[src/rtl/serial_adder_pkg.sv]
// rtl/serial_adder_pkg.sv - shared state type and width helper for serial_adder
package serial_adder_pkg;

  typedef enum logic [1:0] {
    ST_IDLE = 2'd0,
    ST_RUN  = 2'd1,
    ST_DONE = 2'd2
  } state_e;

  // Never returns 0 so a single-beat configuration still gets a 1-bit counter.
  function automatic int clog2(input int value);
    int r;
    r = 1;
    for (int i = 1; i < 32; i++) begin
      if ((1 << i) < value) r = i + 1;
    end
    return r;
  endfunction

endpackage

[src/rtl/serial_adder_full_adder.sv]
// rtl/serial_adder_full_adder.sv - 1-bit sum/carry cell used as the beat ripple chain
module full_adder (
  input  logic a_i,
  input  logic b_i,
  input  logic c_i,
  output logic s_o,
  output logic c_o
);

  assign s_o = a_i ^ b_i ^ c_i;
  assign c_o = (a_i & b_i) | (c_i & (a_i ^ b_i));

endmodule

[src/rtl/serial_adder.sv]
// rtl/serial_adder.sv - STEP-bits-per-beat serial adder with valid/ready; SERIAL_ADDER_SUB_EN enables a - b
module serial_adder
  import serial_adder_pkg::*;
#(
  parameter int WIDTH = 8,
  parameter int STEP  = 1
) (
  input  logic             clk,
  input  logic             rst_n,
  input  logic             in_valid,
  output logic             in_ready,
  input  logic [WIDTH-1:0] a,
  input  logic [WIDTH-1:0] b,
  input  logic             cin,
  input  logic             sub,
  output logic             out_valid,
  input  logic             out_ready,
  output logic [WIDTH-1:0] sum,
  output logic             cout,
  output logic             overflow
);

  localparam int N     = WIDTH / STEP;
  localparam int CNT_W = clog2(N);
  localparam logic [CNT_W-1:0] LAST = CNT_W'(N - 1);

  state_e           state_q, state_d;
  logic [WIDTH-1:0] a_q, a_d, b_q, b_d, sum_q, sum_d;
  logic [CNT_W-1:0] cnt_q, cnt_d;
  logic             carry_q, carry_d;
  logic             cout_q, cout_d;
  logic             ovf_q, ovf_d;
  logic             out_valid_q, out_valid_d;

  logic [STEP:0]    chain;
  logic [STEP-1:0]  beat_sum;
  logic [WIDTH-1:0] b_in;
  logic             carry_in;

`ifdef SERIAL_ADDER_SUB_EN
  assign b_in     = sub ? ~b : b;
  assign carry_in = sub ? 1'b1 : cin;
`else
  logic unused_sub;
  assign unused_sub = sub;
  assign b_in       = b;
  assign carry_in   = cin;
`endif

  assign chain[0] = carry_q;
  for (genvar i = 0; i < STEP; i++) begin : g_fa
    full_adder u_fa (
      .a_i (a_q[i]),
      .b_i (b_q[i]),
      .c_i (chain[i]),
      .s_o (beat_sum[i]),
      .c_o (chain[i+1])
    );
  end

  always_comb begin
    state_d     = state_q;
    a_d         = a_q;
    b_d         = b_q;
    sum_d       = sum_q;
    cnt_d       = cnt_q;
    carry_d     = carry_q;
    cout_d      = cout_q;
    ovf_d       = ovf_q;
    out_valid_d = out_valid_q;
    unique case (state_q)
      ST_IDLE: begin
        if (in_valid) begin
          a_d     = a;
          b_d     = b_in;
          carry_d = carry_in;
          cnt_d   = '0;
          state_d = ST_RUN;
        end
      end
      ST_RUN: begin
        a_d     = a_q >> STEP;
        b_d     = b_q >> STEP;
        // result bits enter at the top so the first beat ends up in the LSBs
        sum_d   = WIDTH'({beat_sum, sum_q} >> STEP);
        carry_d = chain[STEP];
        cnt_d   = cnt_q + CNT_W'(1);
        if (cnt_q == LAST) begin
          cout_d      = chain[STEP];
          ovf_d       = chain[STEP] ^ chain[STEP-1];
          out_valid_d = 1'b1;
          state_d     = ST_DONE;
        end
      end
      ST_DONE: begin
        if (out_ready) begin
          out_valid_d = 1'b0;
          state_d     = ST_IDLE;
        end
      end
      default: state_d = ST_IDLE;
    endcase
  end

  always_ff @(posedge clk or negedge rst_n) begin
    if (!rst_n) begin
      state_q     <= ST_IDLE;
      a_q         <= '0;
      b_q         <= '0;
      sum_q       <= '0;
      cnt_q       <= '0;
      carry_q     <= 1'b0;
      cout_q      <= 1'b0;
      ovf_q       <= 1'b0;
      out_valid_q <= 1'b0;
    end else begin
      state_q     <= state_d;
      a_q         <= a_d;
      b_q         <= b_d;
      sum_q       <= sum_d;
      cnt_q       <= cnt_d;
      carry_q     <= carry_d;
      cout_q      <= cout_d;
      ovf_q       <= ovf_d;
      out_valid_q <= out_valid_d;
    end
  end

  assign in_ready  = (state_q == ST_IDLE);
  assign out_valid = out_valid_q;
  assign sum       = sum_q;
  assign cout      = cout_q;
  assign overflow  = ovf_q;

endmodule

[config.mk]
export PLATFORM = sky130hd
export DESIGN_NAME = serial_adder
export DESIGN_NICKNAME = d
export VERILOG_FILES = /design/src/rtl/serial_adder_pkg.sv /design/src/rtl/serial_adder_full_adder.sv /design/src/rtl/serial_adder.sv
export SDC_FILE = /design/constraint.sdc
export NUM_CORES = 1
export LEC_CHECK = 0
export ABC_CLOCK_PERIOD_IN_PS = 6400
export CORE_ASPECT_RATIO = 0.75
export CORE_MARGIN = 2
export CORE_UTILIZATION = 60
export CTS_BUF_LIST = sky130_fd_sc_hd__clkbuf_4
export CTS_CLUSTER_SIZE = 14
export DETAILED_ROUTE_END_ITERATION = 10
export GPL_ROUTABILITY_DRIVEN = 0
export PLACE_DENSITY = 0.92
export SLEW_MARGIN = 5
export SYNTH_ARGS = -nofsm -noshare
export SYNTH_HDL_FRONTEND = slang
export SYNTH_HIERARCHICAL = 1
export SYNTH_SLANG_ARGS = --single-unit
[constraint.sdc]
create_clock -name clk -period 6.4 [get_ports clk]
set_clock_uncertainty 0.2 [all_clocks]
set_input_delay 0.96 -clock clk [delete_from_list [all_inputs] [get_ports clk]]
set_output_delay 0.96 -clock clk [all_outputs]
set_load 0.02 [all_outputs]
; ---- Yosys cells after proc, flatten, opt, wreduce, memory -nomap -nowiden
; Cells that the tools add are included.
[totals]
reg_bits = 62
out_inout_bits = 12
wordCells = 44
[classes]
n_addsub = 1
n_eq_ne = 6
muxes = 15
bitwise_logic = 6
n_reduce_logical = 7
[ops]
columns = op, count
row1 = 32-bit one-hot mux with 2 select lines, 1
row2 = "32-bit by 1-bit adder with 32-bit output, second input constant", 1
row3 = "32-bit by 3-bit == test with 1-bit output, second input constant", 1
row4 = 32-bit 2-to-1 mux, 1
row5 = 8-bit one-hot mux with 2 select lines, 2
row6 = 8-bit 2-to-1 mux, 2
row7 = 2-bit 2-to-1 mux, 3
row8 = "2-bit inequality test, second input constant", 3
row9 = 2-bit one-hot mux with 3 select lines, 1
row10 = 3-bit AND reduction, 2
row11 = 1-bit one-hot mux with 2 select lines, 2
row12 = 2-bit AND reduction, 2
row13 = 2-bit nonzero test, 2
row14 = 1-bit 2-to-1 mux, 3
row15 = 1-bit bitwise XOR, 3
row16 = 1-bit bitwise AND, 2
row17 = "2-bit by 1-bit == test with 1-bit output, second input constant", 1
row18 = "2-bit == test, second input constant", 1
row19 = 2-bit logical NOT, 1
row20 = 1-bit OR, 1

; ---- Depth between registers and ports, before layout
; Gate-level depths: netlist (run 1).
[logic_depth]
word_depth = 4
depth_mapped = 7

; ---- Modules after synthesis
; The synthesis (run 1) kept the hierarchy.
[modules_own_cells]
columns = mod, instances, cells_each, area_per_inst_um2
row1 = serial_adder, 1, 313, 2980.4
row2 = full_adder, 1, 1, 20.0

; ---- Worst setup path after synthesis (run 1)
; Ideal clock, no wire load.
[synth_timing]
path_type = input to register
from = input port in_valid
to = register cnt_q[7]
setup_ps = 133
arrival_time_ps = 1800
required_ps = 6067
path_slack_ps = 4267
stages = 5
n_path_buf = 1
path_cell_list = nor3b_1 -> nor2_1 -> clkbuf_1 -> o21ai_0 -> o31ai_1
[synth_between]
elab_chain_len = 2
[synth_lines]
columns = element, line_no
row1 = from (decl), serial_adder.sv:10  ; input logic in_valid,
row2 = 2-bit inequality test (no source line), --
row3 = 2-bit AND reduction (no source line), --
row4 = to (signal assigned), serial_adder.sv:121  ; cnt_q <= cnt_d;
row5 = to (decl), serial_adder.sv:29  ; logic [CNT_W-1:0] cnt_q, cnt_d;
; No other way between the ends.
; A chain may end at the register's enable or synchronous reset.

; ---- Worst setup path after layout (run 1)
[layout_timing]
from = register state_q[1]
to = register cnt_q[25]
[layout_between]
elab_chain_len = 3
[layout_lines]
columns = element, line_no
row1 = from (decl), serial_adder.sv:27  ; state_e state_q, state_d;
row2 = from (signal assigned), serial_adder.sv:117  ; state_q <= state_d;
row3 = 2-bit by 1-bit == test with 1-bit output or 2-bit logical NOT (tied branches), serial_adder.sv:71  ; unique case (state_q)
row4 = 2-bit nonzero test (no source line) or 2-bit inequality test (tied branches), --
row5 = 2-bit AND reduction (no source line), --
; Parallel ways exist; a longest one is shown, timed or not.

==> results of run 1 <==
routing by layer:
metal	GRT usage, %	vias up	wire [um]
met5	0	-	0
met4	7.74	0	82
met3	8.42	11	499
met2	44.6	124	3230
met1	34.0	1270	2900
li1	-	1211	-
layout make-up:
cell class,count,area (um2),area share [%]
inverters,6,22.5,0.653
multi-input cells,223,1340,38.7
flip-flops and latches,62,1550,45.0
well taps,60,75.1,2.18
repair buffers,36,345,10.0
clock inverters,6,53.8,1.56
clock buffers,9,67.6,1.96
metrics by stage:
stage	power (mW)	util (%)	worst slack, ns	hold slack, ns	cell area [um2]
global route	0.851	71.2	3.19	0.319	3450
CTS	0.813	71.2	3.40	0.288	3450
finish	0.810	71.2	3.41	0.284	3450
detailed placement	0.564	68.7	3.43	0.263	3330
global placement	0.554	68.7	3.55	0.259	3330
floorplan	0.519	-	4.27	0.246	3000
tightest hold or removal path, cell delays in order, from the launching register on:
cell and delay, ns:
dfrtp_1 0.35, nand2_1 0.05, nand2_1 0.05
cell families after synthesis:
| logic type | synth area share, % |
|---|---|
| compound gates | 17.7 |
| buf+inv | 4.04 |
| xor+xnor | 0.292 |
| mux | 2.75 |
| flops | 51.7 |
| fa+ha+maj | 1.08 |
| simple gates | 22.4 |
synthesized netlist by cell type (6+ instances only):
cell type	instances
o311ai_1	9
inv_1	6
o41ai_1	11
nand4_1	11
o21ai_0	18
nand3_1	8
and3_1	6
dfrtp_1	62
nand2_1	81
nor4_1	8
a22oi_1	15
mux2i_1	6
nor2_1	6
clkbuf_1	18
worst min-delay path by stage:
stage	start	end	slack, ns	cells after the start
floorplan	a_q[1]	a_q[1]	0.25	2
global placement	b_q[1]	b_q[1]	0.26	2
detailed placement	b_q[4]	b_q[4]	0.26	2
CTS	b_q[4]	b_q[4]	0.29	2
global route	sum[1]	sum[0]	0.32	2
finish	b_q[4]	b_q[4]	0.28	2
power breakdown:
part	total [mW]	switching [mW]	internal (mW)	leakage, nW
combinational	0.0887	0.0468	0.0419	0.644
clock	0.249	0.137	0.112	0.0643
sequential	0.472	0.0475	0.424	0.806
flip-flops by register name (all words and copies together), names as in the netlist:
signal     cells
a_q            8
b_q            8
carry_q        1
cnt_q         32
cout           1
out_valid      1
overflow       1
state_q        2
sum            8
cell usage in the layout, fill, tap and decap left out, types with 6 or more instances in the layout:
master,count
inv_1,6
clkdlybuf4s50_1,31
o311ai_1,9
o21ai_0,18
clkbuf_4,9
a22oi_1,15
nand2_1,81
nor2_1,6
nor4_1,8
nand3_1,8
dfrtp_1,62
and3_1,6
o41ai_1,11
mux2i_1,6
nand4_1,11
==> flow_summary.toml, run 1 <==
[sta]
finalCritPeriodShare_pct = 46.6
rsz0062_at_grt = "false"
worst_pin_slew_ns = 0.967
fmax_ghz = 0.335
tns_ns = 0
finalHoldViolations = 0
drv_slew = 0
relSlewSlack_pct = 35.5
setup_violations = 0
post-route-min-period_ns = 2.99

[logic_synthesis]
yosysSeqAreaShare_pct = 51.7
avgSynthCellArea_um2 = 9.56
synth_area_mm2 = 0.00300
yosysWarningCount = 6
postSynthRegisterBits = 62
async_reset_ff_share_pct = 100
synth_cell_types = 41
synth_top_area_cell = "dfrtp_1"
synthCells = 314
synth_top_cell_area_share_pct = 51.7
synth_edf_count = 0
synth_area_leaders = "dfrtp_1, nand2_1, a22oi_1"
ys_dominant_reg_cell = "dfrtp_1"
syn_nets = 338

[setup_path]
slowest_stage = "or4_4"
worst_setup_path_start_kind = "register"
cp_num_cells = 4
endpoint = "cnt_q[25]"
path_buf_inv = 0
worstReg2RegStart = "state_q[1]"
cp_top_family = "simple AND/OR/NAND/NOR gates"
required_ns = 6.52
worst_ep_arrival_time_ns = 3.11
end_kind = "register"
crit_type = "reg2reg"
worst_r2r_path_depth = 4
cp-startpoint = "state_q[1]"
r2r_slack_ns = 3.41
path_max_fanout = 25
cpPeakStageDelay_ns = 0.87
crit_chain = "nand2b_1, or4_4, nor4_1, mux2i_1"
r2r-end = "cnt_q[25]"

[floorplanning]
fp.dieH_um = 65.2
dieArea_mm2 = 0.00559
die_x_um = 85.7
initial_core_util_pct = 61.9
io_pins = 34
core-area_mm2 = 0.00484
rows = 22

[detailed_routing]
firstDrtPassIters = 5
drc = 0
via_count = 2616
drtAntennaViolNets = 0
vias_per_cell = 6.51
dr.first_iter.drc_count = 309
wire_per_inst_um = 16.7
routed_wl_mm = 6.71

[clocking]
cts_resized = 0
cts_tree = "done"
cts_hold_buf = 0
cts-root-buf = "clkbuf_4"
cts_buffers = 9
h-tree-depth = 3
post_cts_buffers = 0
path_clk_slew_ns = 0.10
cts_sinks = 62
ctsLongestPathBuffers = 2
worstSkewPairLatency_ns = 0.42

[flow_run]
cap_viol_max_count = 0

[power]
irDropWorstVdd_v = 0.000164
p_per_area_mw_per_mm2 = 235
leakage_nw = 1.51

[cells_and_area]
antenna_cells = 0
finalNonFillerCells = 402
fillCellCount = 374
area_growth_pct = 15.0
drive_gt1_share_pct = 7.89
fin_nets = 362

[placed_design]
port_buffers = 32
place_inst = 387
dp_hpwl_mm = 4.45

[outcome]
status = "finished, final reports clean"

[global_route]
grt_use_total_pct = 26.8
overflow = 0
grt_pass1_wl_mm = 11.6
first_global_vias = 2483
grt_antenna_before_repair = 0
grt_max_degree = 63

[hold_path]
hold_path.class = "reg2reg"
Note: power is estimated with default switching activity, not from simulation.
==> run 2: changes to the inputs <==
--- a/config.mk
+++ b/config.mk
@@ -5,15 +5,15 @@
 export SDC_FILE = /design/constraint.sdc
 export NUM_CORES = 1
 export LEC_CHECK = 0
-export ABC_CLOCK_PERIOD_IN_PS = 6400
+export ABC_CLOCK_PERIOD_IN_PS = 2800
 export CORE_ASPECT_RATIO = 0.75
 export CORE_MARGIN = 2
-export CORE_UTILIZATION = 60
+export CORE_UTILIZATION = 58
 export CTS_BUF_LIST = sky130_fd_sc_hd__clkbuf_4
 export CTS_CLUSTER_SIZE = 14
 export DETAILED_ROUTE_END_ITERATION = 10
 export GPL_ROUTABILITY_DRIVEN = 0
-export PLACE_DENSITY = 0.92
+export PLACE_DENSITY = 0.9
 export SLEW_MARGIN = 5
 export SYNTH_ARGS = -nofsm -noshare
 export SYNTH_HDL_FRONTEND = slang
==> constraint.sdc (replaced) <==
create_clock -name clk -period 2.8 [get_ports clk]
set_clock_uncertainty 0.2 [all_clocks]
set_input_delay 0.42 -clock clk [delete_from_list [all_inputs] [get_ports clk]]
set_output_delay 0.42 -clock clk [all_outputs]
set_load 0.02 [all_outputs]
==> flow_summary.toml, run 2 (synthesized netlist as in run 1, its figures left out) <==
[setup_path]
end_kind = "output pin"
path_max_fanout = 9
required_ns = 2.18
worst_setup_path_start_kind = "register"
worst_ep_arrival_time_ns = 1.70
crit_type = "reg2out"

[global_route]
grt_max_degree = 63
grt_pass1_wl_mm = 11.3
grt_use_total_pct = 25.8
overflow = 0
grt_antenna_before_repair = 0
first_global_vias = 2351

[cells_and_area]
area_growth_pct = 15.3
final_util_pct = 70.2
fin_nets = 365
layout_commonest_cell = "nand2_1"
regMostFlops = "cnt_q"
antenna_cells = 0
multiInputGateArea_mm2 = 0.00134
largest_register_ffs = 32
final_cell_mix = "nand2_1, dfrtp_1, clkdlybuf4s50_1, o21ai_0, a22oi_1"
register_area_mm2 = 0.00155
fillCellCount = 396
drive_gt1_share_pct = 8.67

[detailed_routing]
firstDrtPassIters = 5
wire_per_inst_um = 16.1
drc = 0
routed_wl_mm = 6.52
dr.first_iter.drc_count = 221
vias_per_cell = 6.34
drtAntennaViolNets = 0
via_count = 2576

[floorplanning]
fp.dieH_um = 66.3
initial_core_util_pct = 60.9
core-area_mm2 = 0.00493
die_x_um = 87.1
dieArea_mm2 = 0.00577
io_pins = 34
rows = 22

[flow_run]
cap_viol_max_count = 0

[sta]
relSlewSlack_pct = 48.9
finalHoldViolations = 0
fmax_ghz = 0.430
finalCritPeriodShare_pct = 83.0
fin_hold_ws_ns = 0.283
layout_setup_ws_ns = 0.477
setup_violations = 0
drv_slew = 0
rsz0062_at_grt = "false"
tns_ns = 0
post-route-min-period_ns = 2.32
worst_pin_slew_ns = 0.766

[clocking]
cts_tree = "done"
cts_hold_buf = 1
worstSkewPairLatency_ns = 0.41
h-tree-depth = 3
cts-root-buf = "clkbuf_4"
cts_sinks = 62
post_cts_buffers = 0
path_clk_slew_ns = 0.10
cts_resized = 0
ctsLongestPathBuffers = 2
cts_buffers = 9

[power]
irDropWorstVdd_v = 0.000270
p_per_area_mw_per_mm2 = 512
leakage_nw = 1.52

[hold_path]
hold_path.class = "reg2reg"

[placed_design]
post-place-ws_ns = 0.549
port_buffers = 32
dp_hpwl_mm = 4.27

[outcome]
status = "finished, final reports clean"
run 2: changes by cell type in the layout (fill, tap and decap cells not counted), sizes merged:
cell         previous run  this run
clkinv                  4         5
clkbuf                  9        10
bufinv                  1         0
buf                     5         7
dlygate4sd3             0         1
run 2: path summary, 6_finish.rpt:
check / startpoint / end / slack [ns] / depth (start not counted)
max: state_q[0] / in_ready / 0.48 / 2
min: a_q[2] / a_q[2] / 0.28 / 2
max reg2reg: state_q[1] / cnt_q[14] / 0.53 / 5
min reg2reg: a_q[2] / a_q[2] / 0.28 / 2
max in group asynchronous: rst_n / cnt_q[0] / 1.40 / 3
min in group asynchronous: rst_n / cnt_q[29] / 0.49 / 3
run 2: power by group:
part           switching [mW]  internal, mW
logic                   0.105        0.0959
registers               0.106         0.970
clock network           0.315         0.180
total                   0.526          1.25
run 2: layer usage:
layer | wire, um | track usage (%) | vias to the layer above
li1 | - | - | 1212
met1 | 2920 | 35.7 | 1255
met2 | 3080 | 38.3 | 96
met3 | 413 | 8.49 | 13
met4 | 100 | 8.79 | 0
met5 | 0 | 0 | -
run 2: cell type report:
class                      count  area share [%]
sequential                    62            44.9
multi-input combinational    223            38.6
timing repair buffer          39            10.7
clock buffer                  10            2.17
tap                           60            2.17
clock inverter                 6           0.832
inverter                       6           0.651
run 2: critical path, cell delays in order, from the launching register on:
cell,delay (ns)
dfrtp_1,0.50
nor2_1,0.17
clkdlybuf4s50_1,0.62
run 2: stage by stage:
step | power (mW) | std cells | cell area [um2]
after floorplan | 1.19 | 314 | 3000
after global placement | 1.26 | 389 | 3340
after detailed placement | 1.29 | 389 | 3340
after CTS | 1.77 | 406 | 3460
after global routing | 1.87 | 406 | 3460
final | 1.77 | 406 | 3460
==> run 3: changes to the inputs <==
--- a/config.mk
+++ b/config.mk
@@ -5,15 +5,15 @@
 export SDC_FILE = /design/constraint.sdc
 export NUM_CORES = 1
 export LEC_CHECK = 0
-export ABC_CLOCK_PERIOD_IN_PS = 2800
+export ABC_CLOCK_PERIOD_IN_PS = 1900
 export CORE_ASPECT_RATIO = 0.75
 export CORE_MARGIN = 2
-export CORE_UTILIZATION = 58
+export CORE_UTILIZATION = 52
 export CTS_BUF_LIST = sky130_fd_sc_hd__clkbuf_4
 export CTS_CLUSTER_SIZE = 14
 export DETAILED_ROUTE_END_ITERATION = 10
 export GPL_ROUTABILITY_DRIVEN = 0
-export PLACE_DENSITY = 0.9
+export PLACE_DENSITY = 0.86
 export SLEW_MARGIN = 5
 export SYNTH_ARGS = -nofsm -noshare
 export SYNTH_HDL_FRONTEND = slang
==> constraint.sdc (replaced) <==
create_clock -name clk -period 1.9 [get_ports clk]
set_clock_uncertainty 0.2 [all_clocks]
set_input_delay 0.285 -clock clk [delete_from_list [all_inputs] [get_ports clk]]
set_output_delay 0.285 -clock clk [all_outputs]
set_load 0.02 [all_outputs]
==> flow_summary.toml, run 3 (synthesized netlist as in run 1, its figures left out) <==
[clocking]
worstSkewPairLatency_ns = 0.42
cts_sinks = 62
cts_tree = "done"
path_clk_slew_ns = 0.11
cts-root-buf = "clkbuf_4"
ctsLongestPathBuffers = 2
h-tree-depth = 3
cts_buffers = 9

[setup_path]
required_ns = 1.99
r2r-end = "cnt_q[22]"
worst_setup_path_start_kind = "register"
slowest_stage = "or4_4"
crit_type = "reg2reg"
r2r_slack_ns = -0.13
end_kind = "register"
worstReg2RegStart = "state_q[1]"
crit_chain = "nand2b_4, or4_4, buf_6, o311ai_4, o41ai_2"
path_max_fanout = 7
worst_r2r_path_depth = 5
cpPeakStageDelay_ns = 0.59
worst_ep_arrival_time_ns = 2.12

[sta]
fin_hold_ws_ns = 0.205
fmax_ghz = 0.492
post-route-min-period_ns = 2.03
worst_pin_slew_ns = 0.315
relSlewSlack_pct = 78.7
drv_slew = 0
finalCritPeriodShare_pct = 107
setup_violations = 14
rsz0062_at_grt = "true"
layout_setup_ws_ns = -0.134
tns_ns = -1.18
finalHoldViolations = 0

[global_route]
grt_max_degree = 63
grt_antenna_before_repair = 0
grt_use_total_pct = 25.8
first_global_vias = 2733
grt_pass1_wl_mm = 13.0
overflow = 0

[floorplanning]
rows = 23
dieArea_mm2 = 0.00640
initial_core_util_pct = 54.9
io_pins = 34
core-area_mm2 = 0.00547
die_x_um = 91.7
fp.dieH_um = 69.8

[placed_design]
port_buffers = 32
dp_hpwl_mm = 5.12
dpl_cell_area_mm2 = 0.00370

[cells_and_area]
multiInputGateArea_mm2 = 0.00158
fin_area_mm2 = 0.00417
register_area_mm2 = 0.00155
fillCellCount = 353
drive_gt1_share_pct = 26.7
final_cell_mix = "nand2_1, dfrtp_1, buf_4, clkdlybuf4s50_1, o21ai_0"
layout_commonest_cell = "nand2_1"
antenna_cells = 0
largest_register_ffs = 32
area_growth_pct = 39.0
fin_nets = 410
regMostFlops = "cnt_q"

[outcome]
violations = "negative setup slack"
status = "complete, but fails checks"

[detailed_routing]
wire_per_inst_um = 17.3
dr.first_iter.drc_count = 305
firstDrtPassIters = 5
drc = 0
routed_wl_mm = 8.04
via_count = 2841
drtAntennaViolNets = 0
vias_per_cell = 6.11

[flow_run]
cap_viol_max_count = 0

[power]
irDropWorstVdd_v = 0.000622
p_total_mw = 3.27
p_per_area_mw_per_mm2 = 784
leakage_nw = 2.01

[hold_path]
hold_path.class = "in2async"
==> run 3: power breakdown <==
part | switching (mW) | total (mW) | internal, mW
Sequential | 0.128 | 1.56 | 1.43
Clock | 0.494 | 1.15 | 0.658
Combinational | 0.266 | 0.560 | 0.293
==> run 3: final cells by class <==
type,count,area share [%]
timing repair buffer,83,17.8
sequential,62,37.2
clock buffer,9,1.62
tap,75,2.25
clock inverter,6,2.67
inverter,6,0.540
multi-input combinational,224,37.9
==> run 3: worst max path at each step <==
stage / from / end / slack (ns) / depth (start not counted)
detailed placement: in_valid / a_q[6] / -0.29 / 6
CTS: state_q[1] / cnt_q[28] / -0.13 / 5
floorplan: state_q[1] / cnt_q[19] / -0.21 / 6
global route: state_q[1] / cnt_q[28] / -0.20 / 5
global placement: in_valid / a_q[0] / -0.20 / 6
finish: state_q[1] / cnt_q[22] / -0.13 / 5
==> run 3: layer usage <==
metal	part of all wire [%]	vias to the layer above	global-route usage, %
met4	2.0	0	7.46
met1	42	1381	33.4
met2	50	134	41.7
met5	0	-	0
met3	6.3	19	8.70
li1	-	1307	-
==> run 3: critical path, delay by kind of cell, from the launching register on <==
kind	cells	cell delay, ns
AOI/OAI and AO/OA	2	0.38
DFF	1	0.41
buffers and inverters	1	0.18
and+or+nand+nor	2	0.74
==> run 3: metrics by stage <==
step	setup WS, ns	utilization (%)	cells
finish	-0.134	76.3	465
global route	-0.196	76.3	465
CTS	-0.135	74.1	463
detailed placement	-0.288	67.8	441
global placement	-0.199	67.8	441
floorplan	-0.210	-	314
==> run 3: timing repair <==
action	4_1_cts	5_1_grt
gates resized for setup	38	24
gates cloned	1	0
hold buffers	1	0
endpoints found under the hold margin	62	0
pin swaps	4	5
endpoints found under the setup margin	55	30
buffers inserted	5	2
